`src/rtl/poly_deci_tap_ctrl_if.sv`:
```
// Bus between the register/config side and the polyphase decimator tap controller.
// Readback signals exist only when POLY_TAP_RDBK_EN is defined.
interface poly_deci_tap_ctrl_if #(
  parameter int TAP_LEN = 16,
  parameter int WIDTH   = 16,
  parameter int DIV_W   = 8
);
  localparam int AW = (TAP_LEN > 1) ? $clog2(TAP_LEN) : 1;

  logic                       run;
  logic [DIV_W-1:0]           cke_div;
  logic                       cke;
  logic                       phase_strobe;
  logic                       wr_valid;
  logic                       wr_ready;
  logic [AW-1:0]              wr_addr;
  logic signed [WIDTH-1:0]    wr_data;
  logic                       commit;
  logic                       swap_pulse;
  logic                       busy;
  logic                       addr_err;
  logic                       err_clr;
  logic [TAP_LEN*WIDTH-1:0]   tap;
`ifdef POLY_TAP_RDBK_EN
  logic [AW-1:0]              rd_addr;
  logic                       rd_sel;
  logic signed [WIDTH-1:0]    rd_data;

  modport master (
    output run, cke_div, phase_strobe, wr_valid, wr_addr, wr_data, commit, err_clr,
           rd_addr, rd_sel,
    input  cke, wr_ready, swap_pulse, busy, addr_err, tap, rd_data
  );
  modport slave (
    input  run, cke_div, phase_strobe, wr_valid, wr_addr, wr_data, commit, err_clr,
           rd_addr, rd_sel,
    output cke, wr_ready, swap_pulse, busy, addr_err, tap, rd_data
  );
`else
  modport master (
    output run, cke_div, phase_strobe, wr_valid, wr_addr, wr_data, commit, err_clr,
    input  cke, wr_ready, swap_pulse, busy, addr_err, tap
  );
  modport slave (
    input  run, cke_div, phase_strobe, wr_valid, wr_addr, wr_data, commit, err_clr,
    output cke, wr_ready, swap_pulse, busy, addr_err, tap
  );
`endif
endinterface

```
`src/rtl/poly_deci_tap_ctrl.sv`:
```
// Double-buffered tap bank with phase-aligned atomic swap and cke divider for the polyphase decimator.
// Optional coefficient readback port enabled by defining POLY_TAP_RDBK_EN.
module poly_deci_tap_ctrl #(
  parameter int TAP_LEN = 16,
  parameter int WIDTH   = 16,
  parameter int DIV_W   = 8
) (
  input logic                 clk,
  input logic                 rst,
  poly_deci_tap_ctrl_if.slave bus
);
  localparam int AW = (TAP_LEN > 1) ? $clog2(TAP_LEN) : 1;
  localparam logic [AW:0] LEN_C = (AW+1)'(TAP_LEN);

  typedef enum logic [1:0] {IDLE, PEND, SWAP} state_t;

  state_t                  state_q;
  logic                    go_q;
  logic                    wr_ready_q;
  logic                    busy_q;
  logic                    swap_pulse_q;
  logic                    addr_err_q;
  logic                    cke_q;
  logic [DIV_W-1:0]        cnt_q;
  logic [DIV_W-1:0]        div_q;
  logic signed [WIDTH-1:0] active_q [TAP_LEN];
  logic signed [WIDTH-1:0] shadow_q [TAP_LEN];

  logic                    wr_fire;
  logic                    wr_in_range;
  logic                    swap_enter;
  logic [DIV_W-1:0]        div_lim;

  assign wr_fire     = bus.wr_valid & wr_ready_q;
  assign wr_in_range = {1'b0, bus.wr_addr} < LEN_C;
  assign swap_enter  = (state_q == PEND) & go_q;
  // The period length is sampled at counter 0, so a new cke_div starts after the current wrap.
  assign div_lim     = (cnt_q == '0) ? bus.cke_div : div_q;

  // ---- commit state machine ----
  // The phase boundary is registered in go_q, so the copy lands two edges after the strobe edge.
  always_ff @(posedge clk or negedge rst) begin
    if (!rst) begin
      state_q      <= IDLE;
      go_q         <= 1'b0;
      wr_ready_q   <= 1'b1;
      busy_q       <= 1'b0;
      swap_pulse_q <= 1'b0;
    end else begin
      swap_pulse_q <= 1'b0;
      go_q         <= 1'b0;
      case (state_q)
        IDLE: begin
          if (bus.commit) begin
            state_q    <= PEND;
            wr_ready_q <= 1'b0;
            busy_q     <= 1'b1;
          end
        end
        PEND: begin
          if (go_q) state_q <= SWAP;
          else      go_q    <= bus.phase_strobe | ~bus.run;
        end
        SWAP: begin
          state_q      <= IDLE;
          wr_ready_q   <= 1'b1;
          busy_q       <= 1'b0;
          swap_pulse_q <= 1'b1;
        end
        default: begin
          state_q    <= IDLE;
          wr_ready_q <= 1'b1;
          busy_q     <= 1'b0;
        end
      endcase
    end
  end

  // ---- tap banks ----
  always_ff @(posedge clk or negedge rst) begin
    if (!rst) begin
      for (int i = 0; i < TAP_LEN; i++) begin
        active_q[i] <= '0;
        shadow_q[i] <= '0;
      end
    end else begin
      if (state_q == SWAP) begin
        for (int i = 0; i < TAP_LEN; i++) active_q[i] <= shadow_q[i];
      end
      if (wr_fire && wr_in_range) shadow_q[bus.wr_addr] <= bus.wr_data;
    end
  end

  // ---- sticky address error: a new error outranks the clear ----
  always_ff @(posedge clk or negedge rst) begin
    if (!rst) begin
      addr_err_q <= 1'b0;
    end else if (wr_fire && !wr_in_range) begin
      addr_err_q <= 1'b1;
    end else if (bus.err_clr) begin
      addr_err_q <= 1'b0;
    end
  end

  // ---- cke divider ----
  // On the edge entering SWAP the counter freezes, so a cke due there slips one cycle.
  always_ff @(posedge clk or negedge rst) begin
    if (!rst) begin
      cnt_q <= '0;
      div_q <= '0;
      cke_q <= 1'b0;
    end else if (!bus.run) begin
      cnt_q <= '0;
      div_q <= bus.cke_div;
      cke_q <= 1'b0;
    end else if (swap_enter) begin
      cke_q <= 1'b0;
    end else begin
      if (cnt_q == '0) div_q <= bus.cke_div;
      if (cnt_q == div_lim) begin
        cnt_q <= '0;
        cke_q <= 1'b1;
      end else begin
        cnt_q <= cnt_q + 1'b1;
        cke_q <= 1'b0;
      end
    end
  end

  for (genvar g = 0; g < TAP_LEN; g++) begin : g_tap
    assign bus.tap[g*WIDTH +: WIDTH] = active_q[g];
  end

  assign bus.cke        = cke_q;
  assign bus.wr_ready   = wr_ready_q;
  assign bus.swap_pulse = swap_pulse_q;
  assign bus.busy       = busy_q;
  assign bus.addr_err   = addr_err_q;

`ifdef POLY_TAP_RDBK_EN
  // ---- coefficient readback ----
  logic                    rd_in_range;
  logic signed [WIDTH-1:0] rd_data_q;

  assign rd_in_range = {1'b0, bus.rd_addr} < LEN_C;

  always_ff @(posedge clk or negedge rst) begin
    if (!rst) begin
      rd_data_q <= '0;
    end else if (!rd_in_range) begin
      rd_data_q <= '0;
    end else if (bus.rd_sel) begin
      rd_data_q <= shadow_q[bus.rd_addr];
    end else begin
      rd_data_q <= active_q[bus.rd_addr];
    end
  end

  assign bus.rd_data = rd_data_q;
`endif

endmodule

```
`src/flat_wrapper.sv`:
```
// flat-port wrapper written by rule: the top's interface ports become plain ports
module poly_deci_tap_ctrl_flat 
#(
  parameter int TAP_LEN = 16,
  parameter int WIDTH   = 16,
  parameter int DIV_W   = 8
)
  (clk, rst, bus_run, bus_cke_div, bus_phase_strobe, bus_wr_valid, bus_wr_addr, bus_wr_data, bus_commit, bus_err_clr, bus_cke, bus_wr_ready, bus_swap_pulse, bus_busy, bus_addr_err, bus_tap);
  poly_deci_tap_ctrl_if #(.TAP_LEN(TAP_LEN), .WIDTH(WIDTH), .DIV_W(DIV_W)) bus_i ();
  input logic clk;
  input logic rst;
  input wire logic [$bits(bus_i.run)-1:0] bus_run;
  input wire logic [$bits(bus_i.cke_div)-1:0] bus_cke_div;
  input wire logic [$bits(bus_i.phase_strobe)-1:0] bus_phase_strobe;
  input wire logic [$bits(bus_i.wr_valid)-1:0] bus_wr_valid;
  input wire logic [$bits(bus_i.wr_addr)-1:0] bus_wr_addr;
  input wire logic [$bits(bus_i.wr_data)-1:0] bus_wr_data;
  input wire logic [$bits(bus_i.commit)-1:0] bus_commit;
  input wire logic [$bits(bus_i.err_clr)-1:0] bus_err_clr;
  output wire logic [$bits(bus_i.cke)-1:0] bus_cke;
  output wire logic [$bits(bus_i.wr_ready)-1:0] bus_wr_ready;
  output wire logic [$bits(bus_i.swap_pulse)-1:0] bus_swap_pulse;
  output wire logic [$bits(bus_i.busy)-1:0] bus_busy;
  output wire logic [$bits(bus_i.addr_err)-1:0] bus_addr_err;
  output wire logic [$bits(bus_i.tap)-1:0] bus_tap;
  assign bus_i.run = bus_run;
  assign bus_i.cke_div = bus_cke_div;
  assign bus_i.phase_strobe = bus_phase_strobe;
  assign bus_i.wr_valid = bus_wr_valid;
  assign bus_i.wr_addr = bus_wr_addr;
  assign bus_i.wr_data = bus_wr_data;
  assign bus_i.commit = bus_commit;
  assign bus_i.err_clr = bus_err_clr;
  assign bus_cke = bus_i.cke;
  assign bus_wr_ready = bus_i.wr_ready;
  assign bus_swap_pulse = bus_i.swap_pulse;
  assign bus_busy = bus_i.busy;
  assign bus_addr_err = bus_i.addr_err;
  assign bus_tap = bus_i.tap;
  poly_deci_tap_ctrl #(.TAP_LEN(TAP_LEN), .WIDTH(WIDTH), .DIV_W(DIV_W)) u_core (.clk(clk), .rst(rst), .bus(bus_i));
endmodule
```
`config.mk`:
```
export PLATFORM = sky130hd
export DESIGN_NAME = poly_deci_tap_ctrl_flat
export DESIGN_NICKNAME = d
export VERILOG_FILES = /design/src/rtl/poly_deci_tap_ctrl_if.sv /design/src/rtl/poly_deci_tap_ctrl.sv /design/src/flat_wrapper.sv
export SDC_FILE = /design/constraint.sdc
export NUM_CORES = 1
export LEC_CHECK = 0
export CAP_MARGIN = 20
export CORE_UTILIZATION = 62
export CTS_BUF_LIST = sky130_fd_sc_hd__clkbuf_4 sky130_fd_sc_hd__clkbuf_8
export DETAILED_ROUTE_END_ITERATION = 7
export DONT_BUFFER_PORTS = 1
export PLACE_DENSITY = 0.74
export SLEW_MARGIN = 20
export SYNTH_ARGS = -nofsm -noshare
export SYNTH_HDL_FRONTEND = slang
export SYNTH_SLANG_ARGS = --single-unit
```
`constraint.sdc`:
```
create_clock -name clk -period 4.15 [get_ports clk]
set_input_delay 0.2075 -clock clk [delete_from_list [all_inputs] [get_ports clk]]
set_output_delay 0.2075 -clock clk [all_outputs]
set_load 0.01 [all_outputs]
```
==> results.yml <==
grt:
  gr-total-overflow: 0
  grt_max_degree: 536
  grt_pass1_vias: 13144
  grt_antenna_before_repair: 2
  grt_pass1_wl_mm: 74.1
  track_usage_pct: 29.1
timing:
  report.final.hold_viol_count: 534
  slew_headroom_pct: -7.37
  worst_slack_ns: 0.903
  rsz0062_at_grt: "false"
  finalSetupViolCount: 0
  max_slew.worst_pin.slew_ns: 1.61
  fmax_mhz: 308
  fin_tns_setup_ns: 0
  period_needed_ns: 3.25
  maxSlewViolCount: 119
  whs_ns: -0.681
  skew_ns: 0.0303
  finalCritPeriodShare_pct: 78.2
synth:
  synth_area_per_cell_um2: 11.5
  yosysMostFrequentCell: "nand2_1"
  synth_top_area_cell: "dfrtp_1"
  synthTopCellsByArea: "dfrtp_1, mux2_2, nand2_1, clkbuf_1, nand2b_1"
  synth_flop_cell: "dfrtp_1"
  synth_warnings: 0
  yosysSeqAreaShare_pct: 65.8
  syn_nets: 1812
  netlist_area_um2: 20400
  synth_top_area_share_pct: 65.7
  async_flop_share_pct: 100
  ys_types: 43
  netlist_top_cells_count: "nand2_1, dfrtp_1, mux2_2"
  synth_cells: 1775
  synth-seq-cells: 535
  synth_edf_count: 0
final_layout:
  area_growth_pct: 12.6
  drive_gt1_share_pct: 23.8
  nets: 1859
place:
  gp_congestion: 0.800
  dp_slack_ns: 1.75
  portBuffers: 0
  hpwl_mm: 26.8
cts:
  cts.clk_slew.worst_paths_ns: 0.06
  postCtsSetupRepairBufs: 0
  cts_sinks: 535
  htree_levels: 3
  clockBufferDepth: 3
  clock_latency_ns: 0.59
  tritoncts: "yes"
  cts_buffers: 85
  cts_root_buf: "clkbuf_8"
  ctsResizeCount: 0
  ctsHoldBuffers: 43
critical_path:
  r2r_start: "u_core.cnt_q[0]$_DFFE_PN0P_"
  r2r_slack_ns: 0.90
  worstPathArrival_ns: 3.77
  worstPathRequired_ns: 4.68
  rr_endpoint: "u_core.div_q[6]$_DFFE_PN0P_"
  critPathCaptureType: "flop"
  reg2reg_depth: 9
  critPathMaxFanout: 9
  path_class: "reg2reg"
  cp-start-kind: "flop"
drt:
  antenna_left: 0
  wire_per_inst_um: 20.3
  route.vias.total: 12886
  route.detailed.drc: 0
  drt_iter0_drc: 1121
  via_per_inst: 5.54
  firstDrtPassIters: 5
  routed_wl_mm: 47.2
run_status:
  violations: "hold timing, slew limit"
  outcome: "finished with violations"
hold_path:
  hp-class: "in2async"
floorplanning:
  rows: 65
  core_area_um2: 32000
  die_h_um: 183
  start_util_pct: 63.7
  dieArea_um2: 33600
  die_x_um: 183
  num_io_pins: 296
power:
  ir_drop_mv: 0.354
  cellPowerDensity_nw_per_um2: 648
  leakagePower_nw: 12.1
run:
  max_cap_violations: 0
per-stage QoR:
stage	hold WS [ns]	util, %	power (mW)	area [µm²]	std cells
2_1_floorplan	-0.0881	-	9.53	20400	1775
3_5_place_dp	-0.0727	64.6	10.2	20600	2126
5_1_grt	-0.722	71.7	15.7	22900	2324
4_1_cts	-0.723	71.6	14.9	22900	2323
6_report	-0.681	71.7	14.9	22900	2326
3_3_place_gp	-0.0730	64.6	10.0	20600	2126
worst max path at each step:
stage                                             to  depth (start not counted)                       startpoint
finish                   u_core.div_q[6]$_DFFE_PN0P_                          9      u_core.cnt_q[0]$_DFFE_PN0P_
global placement    u_core.shadow_q[100]$_DFFE_PN0P_                          5  u_core.bus.wr_ready$_DFFE_PN1P_
CTS                      u_core.div_q[6]$_DFFE_PN0P_                          9      u_core.cnt_q[0]$_DFFE_PN0P_
floorplan                u_core.div_q[0]$_DFFE_PN0P_                          6      u_core.cnt_q[0]$_DFFE_PN0P_
global route             u_core.div_q[6]$_DFFE_PN0P_                          9      u_core.cnt_q[0]$_DFFE_PN0P_
detailed placement  u_core.shadow_q[100]$_DFFE_PN0P_                          5  u_core.bus.wr_ready$_DFFE_PN1P_
cell type report:
cell class / instances / area, µm²
diodes: 2 / 5.00
clock buffers: 138 / 1680
clock inverters: 16 / 92.6
fillers: 2230 / 9050
inverters: 11 / 48.8
multi-input cells: 1132 / 6550
flip-flops and latches: 535 / 13400
well taps: 435 / 544
repair buffers: 57 / 598
state kept, by name, indices dropped and copies added (netlist names):
register               cells
u_core.cnt_q               8
u_core.bus.cke             1
u_core.bus.wr_ready        1
u_core.go_q                1
u_core.bus.tap           256
u_core.bus.swap_pulse      1
u_core.shadow_q          256
u_core.div_q               8
u_core.bus.busy            1
u_core.state_q             2
cells in the final DEF (no fill, tap or decap), drive strengths merged, types with 2 or more instances in the layout:
cell,netlist,layout
a211oi,6,6
a21oi,3,3
a221oi,2,2
a222oi,2,2
and3,3,3
buf,19,20
clkbuf,78,138
clkinv,2,13
clkinvlp,0,2
dfrtp,534,534
diode,0,2
dlygate4sd3,0,37
ha,2,2
inv,9,12
mux2,263,263
nand2,779,779
nand2b,10,10
nand3,6,6
nand3b,3,3
nand4,6,6
nor2,13,13
nor2b,3,3
nor3,3,3
o21ai,3,3
or4,3,3
xnor2,4,4
xor2,5,5
power breakdown:
group / leakage [nW] / internal [mW] / total, mW / switching [mW]
sequential: 7.11 / 6.72 / 7.98 / 1.26
combinational: 3.98 / 1.17 / 2.33 / 1.16
clock: 0.958 / 2.57 / 4.54 / 1.97
kinds of logic (layout without fill, tap and decap cells):
group / after synthesis / count (layout) / synth area share, %
AO/OA/AOI/OAI: 21 / 21 / 0.910
XOR/XNOR: 9 / 9 / 0.387
adder cells (fa/ha/maj): 2 / 2 / 0.123
buffers and inverters: 108 / 222 / 2.14
flip-flops: 535 / 535 / 65.8
multiplexers: 263 / 263 / 14.6
other: 1 / 3 / 0.0184
AND/OR/NAND/NOR: 836 / 836 / 16.1
per-layer routing:
metal / track usage [%] / up-vias / share of wire, %
li1: - / 5800 / -
met1: 38.7 / 6627 / 42
met2: 45.5 / 377 / 48
met3: 9.03 / 80 / 7.7
met4: 10.2 / 2 / 2.6
met5: 0 / - / 0.019
critical path, stage by stage (launching register included):
cell and delay [ns]:
dfrtp_1 0.45, inv_1 0.11, ha_1 0.13, or4b_4 0.47, or3_4 0.40, o21ai_4 0.29, nand2_1 0.10, dlygate4sd3_1 0.57
o21ai_0 0.07, dlygate4sd3_1 0.57
Note: power is estimated with default switching activity, not from simulation.
